**config.mk**
```make
export PLATFORM = sky130hd
export DESIGN_NAME = digit_renderer
export DESIGN_NICKNAME = d
export VERILOG_FILES = /design/src/rtl/digit_renderer.sv
export SDC_FILE = /design/constraint.sdc
export NUM_CORES = 1
export LEC_CHECK = 0
export BUFFER_PORTS_ARGS = -buffer_cell sky130_fd_sc_hd__clkbuf_2
export CAP_MARGIN = 20
export CORE_MARGIN = 2
export CORE_UTILIZATION = 58
export DETAILED_ROUTE_END_ITERATION = 16
export GPL_TIMING_DRIVEN = 0
export HOLD_SLACK_MARGIN = 0.15
export PLACE_DENSITY = 0.87
export SYNTH_ARGS = -nofsm -noshare
export SYNTH_HDL_FRONTEND = slang
export SYNTH_SLANG_ARGS = --single-unit
export TNS_END_PERCENT = 50
```
**constraint.sdc**
```tcl
create_clock -name clk -period 2.16 [get_ports clk]
set_input_delay 0.216 -clock clk [delete_from_list [all_inputs] [get_ports clk]]
set_output_delay 0.216 -clock clk [all_outputs]
set_load 0.02 [all_outputs]
```
**src/rtl/digit_renderer.sv**
```systemverilog
// digit_renderer
// Converts a 10-bit height (cm) to three BCD digits and overlays them as a
// 24x16 text box on a streaming pixel pipeline.
//
// Ports
//   clk, reset           : single clock, synchronous active-high reset
//   value_valid/value    : height offer (unsigned, saturated to 999)
//   value_ready          : high only while the converter is idle
//   frame_start          : one-cycle pulse; latches the newest converted value
//   px_valid/px_x/px_y   : incoming pixel coordinate stream
//   glyph_sel/col/row    : address to the external glyph ROM (from stage 1)
//   glyph_data           : combinational ROM pixel for the current address
//   pix_valid/pix_out    : rendered pixel, two cycles after px_valid
//                          (6'b111111 is white background)
module digit_renderer #(
  parameter logic [9:0] X0 = 10'd0,
  parameter logic [9:0] Y0 = 10'd0
) (
  input  logic       clk,
  input  logic       reset,
  input  logic       value_valid,
  input  logic [9:0] value,
  output logic       value_ready,
  input  logic       frame_start,
  input  logic       px_valid,
  input  logic [9:0] px_x,
  input  logic [9:0] px_y,
  output logic [3:0] glyph_sel,
  output logic [4:0] glyph_col,
  output logic [4:0] glyph_row,
  input  logic [5:0] glyph_data,
  output logic       pix_valid,
  output logic [5:0] pix_out
);

  localparam logic [5:0] WHITE = 6'b111111;

  typedef enum logic [1:0] {IDLE, CONV, DONE} state_t;

  state_t      state_reg, state_next;
  logic [9:0]  bin_reg, bin_next;
  logic [11:0] bcd_reg, bcd_next;
  logic [3:0]  cnt_reg, cnt_next;
  logic [11:0] pend_bcd_reg, pend_bcd_next;
  logic        pend_new_reg, pend_new_next;
  logic [11:0] disp_bcd_reg, disp_bcd_next;
  logic [11:0] bcd_adj;

  // Shift-add-3 correction: any digit >= 5 gets +3 before the shift.
  genvar gi;
  generate
    for (gi = 0; gi < 3; gi++) begin : g_adj
      assign bcd_adj[4*gi +: 4] = (bcd_reg[4*gi +: 4] >= 4'd5) ?
                                  bcd_reg[4*gi +: 4] + 4'd3 : bcd_reg[4*gi +: 4];
    end
  endgenerate

  always_comb begin
    state_next    = state_reg;
    bin_next      = bin_reg;
    bcd_next      = bcd_reg;
    cnt_next      = cnt_reg;
    pend_bcd_next = pend_bcd_reg;
    pend_new_next = pend_new_reg;
    disp_bcd_next = disp_bcd_reg;
    value_ready   = 1'b0;

    // Frame hand-off looks at the registered pend state, so a completion in
    // the same cycle is only picked up by the following frame_start.
    if (frame_start && pend_new_reg) begin
      disp_bcd_next = pend_bcd_reg;
      pend_new_next = 1'b0;
    end

    case (state_reg)
      IDLE: begin
        value_ready = 1'b1;
        if (value_valid) begin
          bin_next   = (value > 10'd999) ? 10'd999 : value;
          bcd_next   = 12'd0;
          cnt_next   = 4'd0;
          state_next = CONV;
        end
      end
      CONV: begin
        bcd_next = {bcd_adj[10:0], bin_reg[9]};
        bin_next = {bin_reg[8:0], 1'b0};
        cnt_next = cnt_reg + 4'd1;
        if (cnt_reg == 4'd9) state_next = DONE;
      end
      DONE: begin
        pend_bcd_next = bcd_reg;
        pend_new_next = 1'b1;
        state_next    = IDLE;
      end
      default: state_next = IDLE;
    endcase
  end

  // ---------------- pixel pipeline ----------------
  logic [10:0] x_ext, y_ext;
  logic [4:0]  dx;
  logic [3:0]  dy;
  logic        in_box;

  assign x_ext = {1'b0, px_x};
  assign y_ext = {1'b0, px_y};
  // Only the low bits of the offset matter once the pixel is inside the box.
  assign dx = px_x[4:0] - X0[4:0];
  assign dy = px_y[3:0] - Y0[3:0];
  assign in_box = px_valid &&
                  (x_ext >= {1'b0, X0}) && (x_ext < {1'b0, X0} + 11'd24) &&
                  (y_ext >= {1'b0, Y0}) && (y_ext < {1'b0, Y0} + 11'd16);

  logic       s1_valid_reg, s1_inbox_reg;
  logic [1:0] s1_d_reg;
  logic [2:0] s1_col_reg;
  logic [3:0] s1_row_reg;
  logic       pix_valid_reg;
  logic [5:0] pix_out_reg;

  // digit[0] = hundreds, digit[2] = units
  logic [3:0] digit [3];
  generate
    for (gi = 0; gi < 3; gi++) begin : g_digit
      assign digit[gi] = disp_bcd_reg[11 - 4*gi -: 4];
    end
  endgenerate

  logic [3:0] sel_digit;
  logic       blank;

  always_comb begin
    sel_digit = 4'd0;
    blank     = 1'b0;
    case (s1_d_reg)
      2'd0: begin
        sel_digit = digit[0];
        blank     = (digit[0] == 4'd0);
      end
      2'd1: begin
        sel_digit = digit[1];
        blank     = (digit[0] == 4'd0) && (digit[1] == 4'd0);
      end
      default: sel_digit = digit[2];
    endcase
  end

  assign glyph_sel = s1_inbox_reg ? sel_digit : 4'd0;
  assign glyph_col = {2'b00, s1_col_reg};
  assign glyph_row = {1'b0, s1_row_reg};
  assign pix_valid = pix_valid_reg;
  assign pix_out   = pix_out_reg;

  always_ff @(posedge clk) begin
    if (reset) begin
      state_reg     <= IDLE;
      bin_reg       <= 10'd0;
      bcd_reg       <= 12'd0;
      cnt_reg       <= 4'd0;
      pend_bcd_reg  <= 12'd0;
      pend_new_reg  <= 1'b0;
      disp_bcd_reg  <= 12'd0;
      s1_valid_reg  <= 1'b0;
      s1_inbox_reg  <= 1'b0;
      s1_d_reg      <= 2'd0;
      s1_col_reg    <= 3'd0;
      s1_row_reg    <= 4'd0;
      pix_valid_reg <= 1'b0;
      pix_out_reg   <= WHITE;
    end else begin
      state_reg     <= state_next;
      bin_reg       <= bin_next;
      bcd_reg       <= bcd_next;
      cnt_reg       <= cnt_next;
      pend_bcd_reg  <= pend_bcd_next;
      pend_new_reg  <= pend_new_next;
      disp_bcd_reg  <= disp_bcd_next;
      s1_valid_reg  <= px_valid;
      s1_inbox_reg  <= in_box;
      s1_d_reg      <= in_box ? dx[4:3] : 2'd0;
      s1_col_reg    <= in_box ? dx[2:0] : 3'd0;
      s1_row_reg    <= in_box ? dy : 4'd0;
      pix_valid_reg <= s1_valid_reg;
      // in-box implies valid, so bubbles and outside pixels come out white
      pix_out_reg   <= (s1_inbox_reg && !blank) ? glyph_data : WHITE;
    end
  end

endmodule

```
## Yosys cells after proc, flatten, opt, wreduce, memory -nomap -nowiden

Cells that the tools add are included.

| word-level totals | value |
|---|---|
| register bits after elaboration | 71 |
| input port bits | 41 |
| output and inout bits | 22 |
| logic and storage cells | 71 |

| operators by class | value |
|---|---|
| $add $sub $neg | 4 |
| order comparisons | 8 |
| equal/unequal tests | 6 |
| muxes and demuxes | 19 |
| bitwise operators | 2 |
| reduce and logical (&&, ||, !) cells | 18 |

Operator list:

| operator | number |
|---|---|
| $pmux W12 S2 | 1 |
| $ge A10 B1 Y1 const B | 2 |
| $lt A10 B5 Y1 const B | 2 |
| $mux W10 | 2 |
| $pmux W10 S2 | 1 |
| $mux W4 | 4 |
| $pmux W4 S2 | 2 |
| $ge A4 B3 Y1 const B | 3 |
| $mux W12 | 1 |
| $gt A10 B10 Y1 const B | 1 |
| $add A4 B2 Y4 const B | 2 |
| $logic_not A4 Y1 | 2 |
| $logic_and A1 B1 Y1 | 7 |
| $add A4 B1 Y4 const B | 1 |
| $eq A2 B1 Y1 const B | 2 |
| $eq A4 B4 Y1 const B | 1 |
| $logic_not A2 Y1 | 2 |
| $mux W2 | 2 |
| $ne A2 B2 Y1 const B | 2 |
| $pmux W2 S2 | 1 |
| $reduce_and A2 Y1 | 2 |
| $reduce_bool A2 Y1 | 2 |
| $reduce_or A2 Y1 | 2 |
| $add A3 B2 Y3 const B | 1 |
| 6 further kinds | 9 |

## Longest topological paths before layout

| depth | value |
|---|---|
| word-level depth | 7 |
| mapped depth | 7 |
| mapped depth without buffers | 6 |

## Least setup slack after synthesis

OpenSTA, ideal clock, no wires.

| path | value |
|---|---|
| path type | reg2reg |
| start | reg bcd_reg[1] |
| end | reg bcd_reg[2] |
| arrival | 1.235 ns |
| required time | 2.043 ns |
| path slack | 0.808 ns |
| stages on the path, launching flop included | 7 |
| clock period less this slack | 1.352 ns |
| path through | dfxtp_1 > inv_1 > ha_1 > nand2b_1 > a21oi_1 > mux2i_1 > a22o_1 |

| between the ends | value |
|---|---|
| word-level cells in the longest chain between the ends | 3 |

RTL lines:

| item | line | RTL |
|---|---|---|
| start, declared | 42 | `logic [11:0] bcd_reg, bcd_next;` |
| start signal, assigned | 174 | `bcd_reg <= bcd_next;` |
| $add A4 B2 Y4 / $ge A4 B3 Y1 (equally long branches) | 54, 53 |  |
| $mux W4 * | 53 | `assign bcd_adj[4*gi +: 4] = (bcd_reg[4*gi +: 4] >= 4'd5) ?` |
| $pmux W12 S2 * | 75 | `case (state_reg)` |

Mark *: on every way between the ends. The rest lies on a longest branch, timed or not.
A chain may end at the register's enable or synchronous reset.

## Final worst setup path

| path | value |
|---|---|
| start | in reset |
| end | reg pend_bcd_reg[1] |

RTL lines:

| item | line | RTL |
|---|---|---|
| start, declared | 20 | `input logic reset,` |
| end signal, assigned | 176 | `pend_bcd_reg <= pend_bcd_next;` |
| end, declared | 44 | `logic [11:0] pend_bcd_reg, pend_bcd_next;` |

No word-level cell between the ends.

==> out/results.txt <==
Crit path largest cell delay = 0.53 ns
CP required = 2.36 ns
Worst Setup SP = reset
Vias = 2694
Final WL = 6.88 mm
Cell variety after synth = 41
R2R Setup Slk = 0.60 ns
Critical path peak fanout = 10
Simple-Gate Fraction of Synth Area = 0.230
Die W = 75.0 um
CTS Buffer Depth = 2
Asr flop ratio synth = 0
Peak Freq = 0.525 GHz
Initial Util = 0.612
Initial DRC Count = 121
Final #Nets = 483
Syn-to-layout area delta = 27.0%
CTS Sinks = 71
Tmin final = 1.91 ns
Area of the multi-input gates = 1370 um^2
Antenna cell count = 0
CP Launch Type = input pin
Remaining Overflow, GRT = 0
Final worst-path cycle share = 0.882
Hold path startpoint = value[4]
FF/Latch Area = 1420 um^2
Seq/Total Area, Yosys = 0.486
Critical-path top delay cell = dlygate4sd3_1
Gr usage total = 0.259
Sw Share = 0.224
Leak = 1.52 nW
Setup bufs post-CTS = 0
Io pins = 63
Type of the worst setup path = in -> reg
Residual DRC = 0
RSZ-0062 raised after global routing = no
Placed Area = 3310 um^2
Critical path's top delay family = buffers and inverters
Share of layout cells above drive strength 1 = 0.204
DRT Pass-1 Iters = 5
Mapped Cells = 340
Cell Area, Synth = 2930 um^2
Core area = 4790 um^2
CTS tree = done
Critical path depth = 6
Worst Skew = 0.0109 ns
Fin Setup TNS = 0 ns
Post-synthesis compound-gate area fraction = 0.154
Seq cells post-synth = 71
Htree depth = 3
WL/cell = 13.6 um
Final setup fails = 0
Max cap viols = 0
XOR/XNOR Fraction of Synth Area = 0.0150
NetSw = 580 uW
Final Wtd Congestion = 0.825
Largest net degree at the start of global routing = 11
Combinational share of power = 0.089
Placed wire-length estimate = 4.57 mm
Die height = 75.0 um
Pwr dens = 695 nW/um^2
EDFF count, synth = 0
Max VDD drop = 0.396 mV
Status = finished clean
Worst-margin pin slew = 0.622 ns
Initial antenna violation count = 0
Fillcell total = 360
ANT nets after route = 0
Synth top area share = 0.486
Internal power = 2.00 mW
Adder-cell share of the synthesized area = 0.0342
Worst setup path endpoint = pend_bcd_reg[1]
R2r startpoint = bcd_reg[1]
Sequential Power Share = 0.525
First-pass GRT wire length = 11.0 mm
Syn_area_per_cell = 8.61 um^2
CTS clk-pin slew, worst paths = 0.07 ns
Number of synthesis warnings = 0
Worst rel slew slack = 0.583
Vias per cell = 5.35
Crit path capture type = flip-flop
Hold Vio Cnt, Final = 0
Leading post-synthesis cells by cell area = dfxtp_1 (49%), nand2_1 (8.3%), a21oi_1 (6.5%)
Final instance area = 3720 um^2
Overall Power = 2.58 mW
Clk_lat worst skew = 0.34 ns
Slew Limit Fails = 0
Worst-path cell chain = dlygate4sd3_1 > clkbuf_2 > buf_2 > buf_1 > clkbuf_1 > a21oi_1
Vias in the first global route = 2520
Clock root buffer = clkbuf_8
Clk pwr share = 0.386
Hold crit path type = in -> reg
CTS buffer count = 9
Largest family of logic cells by synthesized area = simple AND/OR/NAND/NOR gates
Reg-to-Reg End = bcd_reg[2]
Ys flop type = dfxtp_1
Area leader, netlist = dfxtp_1
Critical path arrival = 2.11 ns
# port buffers = 58
Die area = 5630 um^2
Row count = 25
R2R cell count = 6
Mux cell area share after synthesis = 0.0316
Critical path buffer and inverter count = 5
[synth_stat cells, types with 3 or more instances]
cell type and n:
buf_4 6, or2b_1 3, a21oi_1 38, nand2b_1 10
dfxtp_1 71, buf_2 7, nor2_1 36, mux2i_1 7
nand4_1 3, and2_1 10, o21ai_0 12, nor2b_1 6
nand2_1 65, clkbuf_1 5, xnor2_1 3, a22o_1 3
ha_1 8, inv_1 9, nor3_1 5
[repair_timing]
item,CTS,global route
gates resized for setup,0,0
endpoints found under the hold margin,21,0
hold buffers,23,0
setup endpoints to repair,0,0
[power groups by stage]
stage	clock network [mW]	logic [mW]	registers, mW
after floorplan	0	0.121	1.38
after global placement	0	0.186	1.38
after detailed placement	0	0.191	1.39
after CTS	0.991	0.224	1.36
after global routing	1.04	0.252	1.36
final	0.997	0.229	1.36
[worst min-delay path, stage by stage]
cell      delay, ns
clkbuf_2       0.09
a222oi_1       0.06
nor2_1         0.09
[cells in the final DEF, fill, tap and decap left out, types with 9 or more instances in the layout]
cell type / Yosys / final
dfxtp_1: 71 / 71
nand2_1: 65 / 65
clkbuf_2: 0 / 58
a21oi_1: 38 / 38
nor2_1: 36 / 36
dlygate4sd3_1: 0 / 23
o21ai_0: 12 / 12
nand2b_1: 10 / 10
and2_1: 10 / 10
clkbuf_8: 0 / 10
inv_1: 9 / 9
[final cells by class]
class / count / area share
Sequential cell: 71 / 0.382
Multi-Input combinational cell: 242 / 0.369
Timing Repair Buffer: 81 / 0.140
Clock buffer: 13 / 0.0401
Buffer: 20 / 0.0286
Tap cell: 67 / 0.0226
Inverter: 9 / 0.00909
Clock inverter: 1 / 0.00808
[metal layers]
| layer | part of all wire | GRT usage | vias to the layer above |
|---|---|---|---|
| met1 | 0.43 | 0.311 | 1260 |
| met4 | 0.027 | 0.139 | 0 |
| li1 | - | - | 1330 |
| met5 | 0 | 0 | - |
| met2 | 0.50 | 0.439 | 84 |
| met3 | 0.044 | 0.0469 | 20 |
[through the flow]
step	setup slack [ns]	cells	hold slack, ns	utilization
finish	0.254	504	0.153	0.777
detailed placement	0.513	467	0.396	0.691
CTS	0.273	504	0.153	0.777
global route	0.148	504	0.166	0.777
global placement	0.557	467	0.399	0.691
floorplan	0.808	342	0.299	-
[how the worst min path moves through the flow]
stage,endpoint,depth (start not counted)
2_1_floorplan,s1_valid_reg,1
3_3_place_gp,pix_out[2],2
3_5_place_dp,pix_out[2],2
4_1_cts,bin_reg[4],3
5_1_grt,bin_reg[3],3
6_report,bin_reg[4],3
[cells by family after synthesis]
group / count (synthesis)
muxes: 9
and+or+nand+nor: 145
xor gates and xnor gates: 5
adders and majority gates: 8
DFF: 71
AOI/OAI and AO/OA: 72
buffers and inverters: 29
other: 1
(Power assumes the default switching activity.)
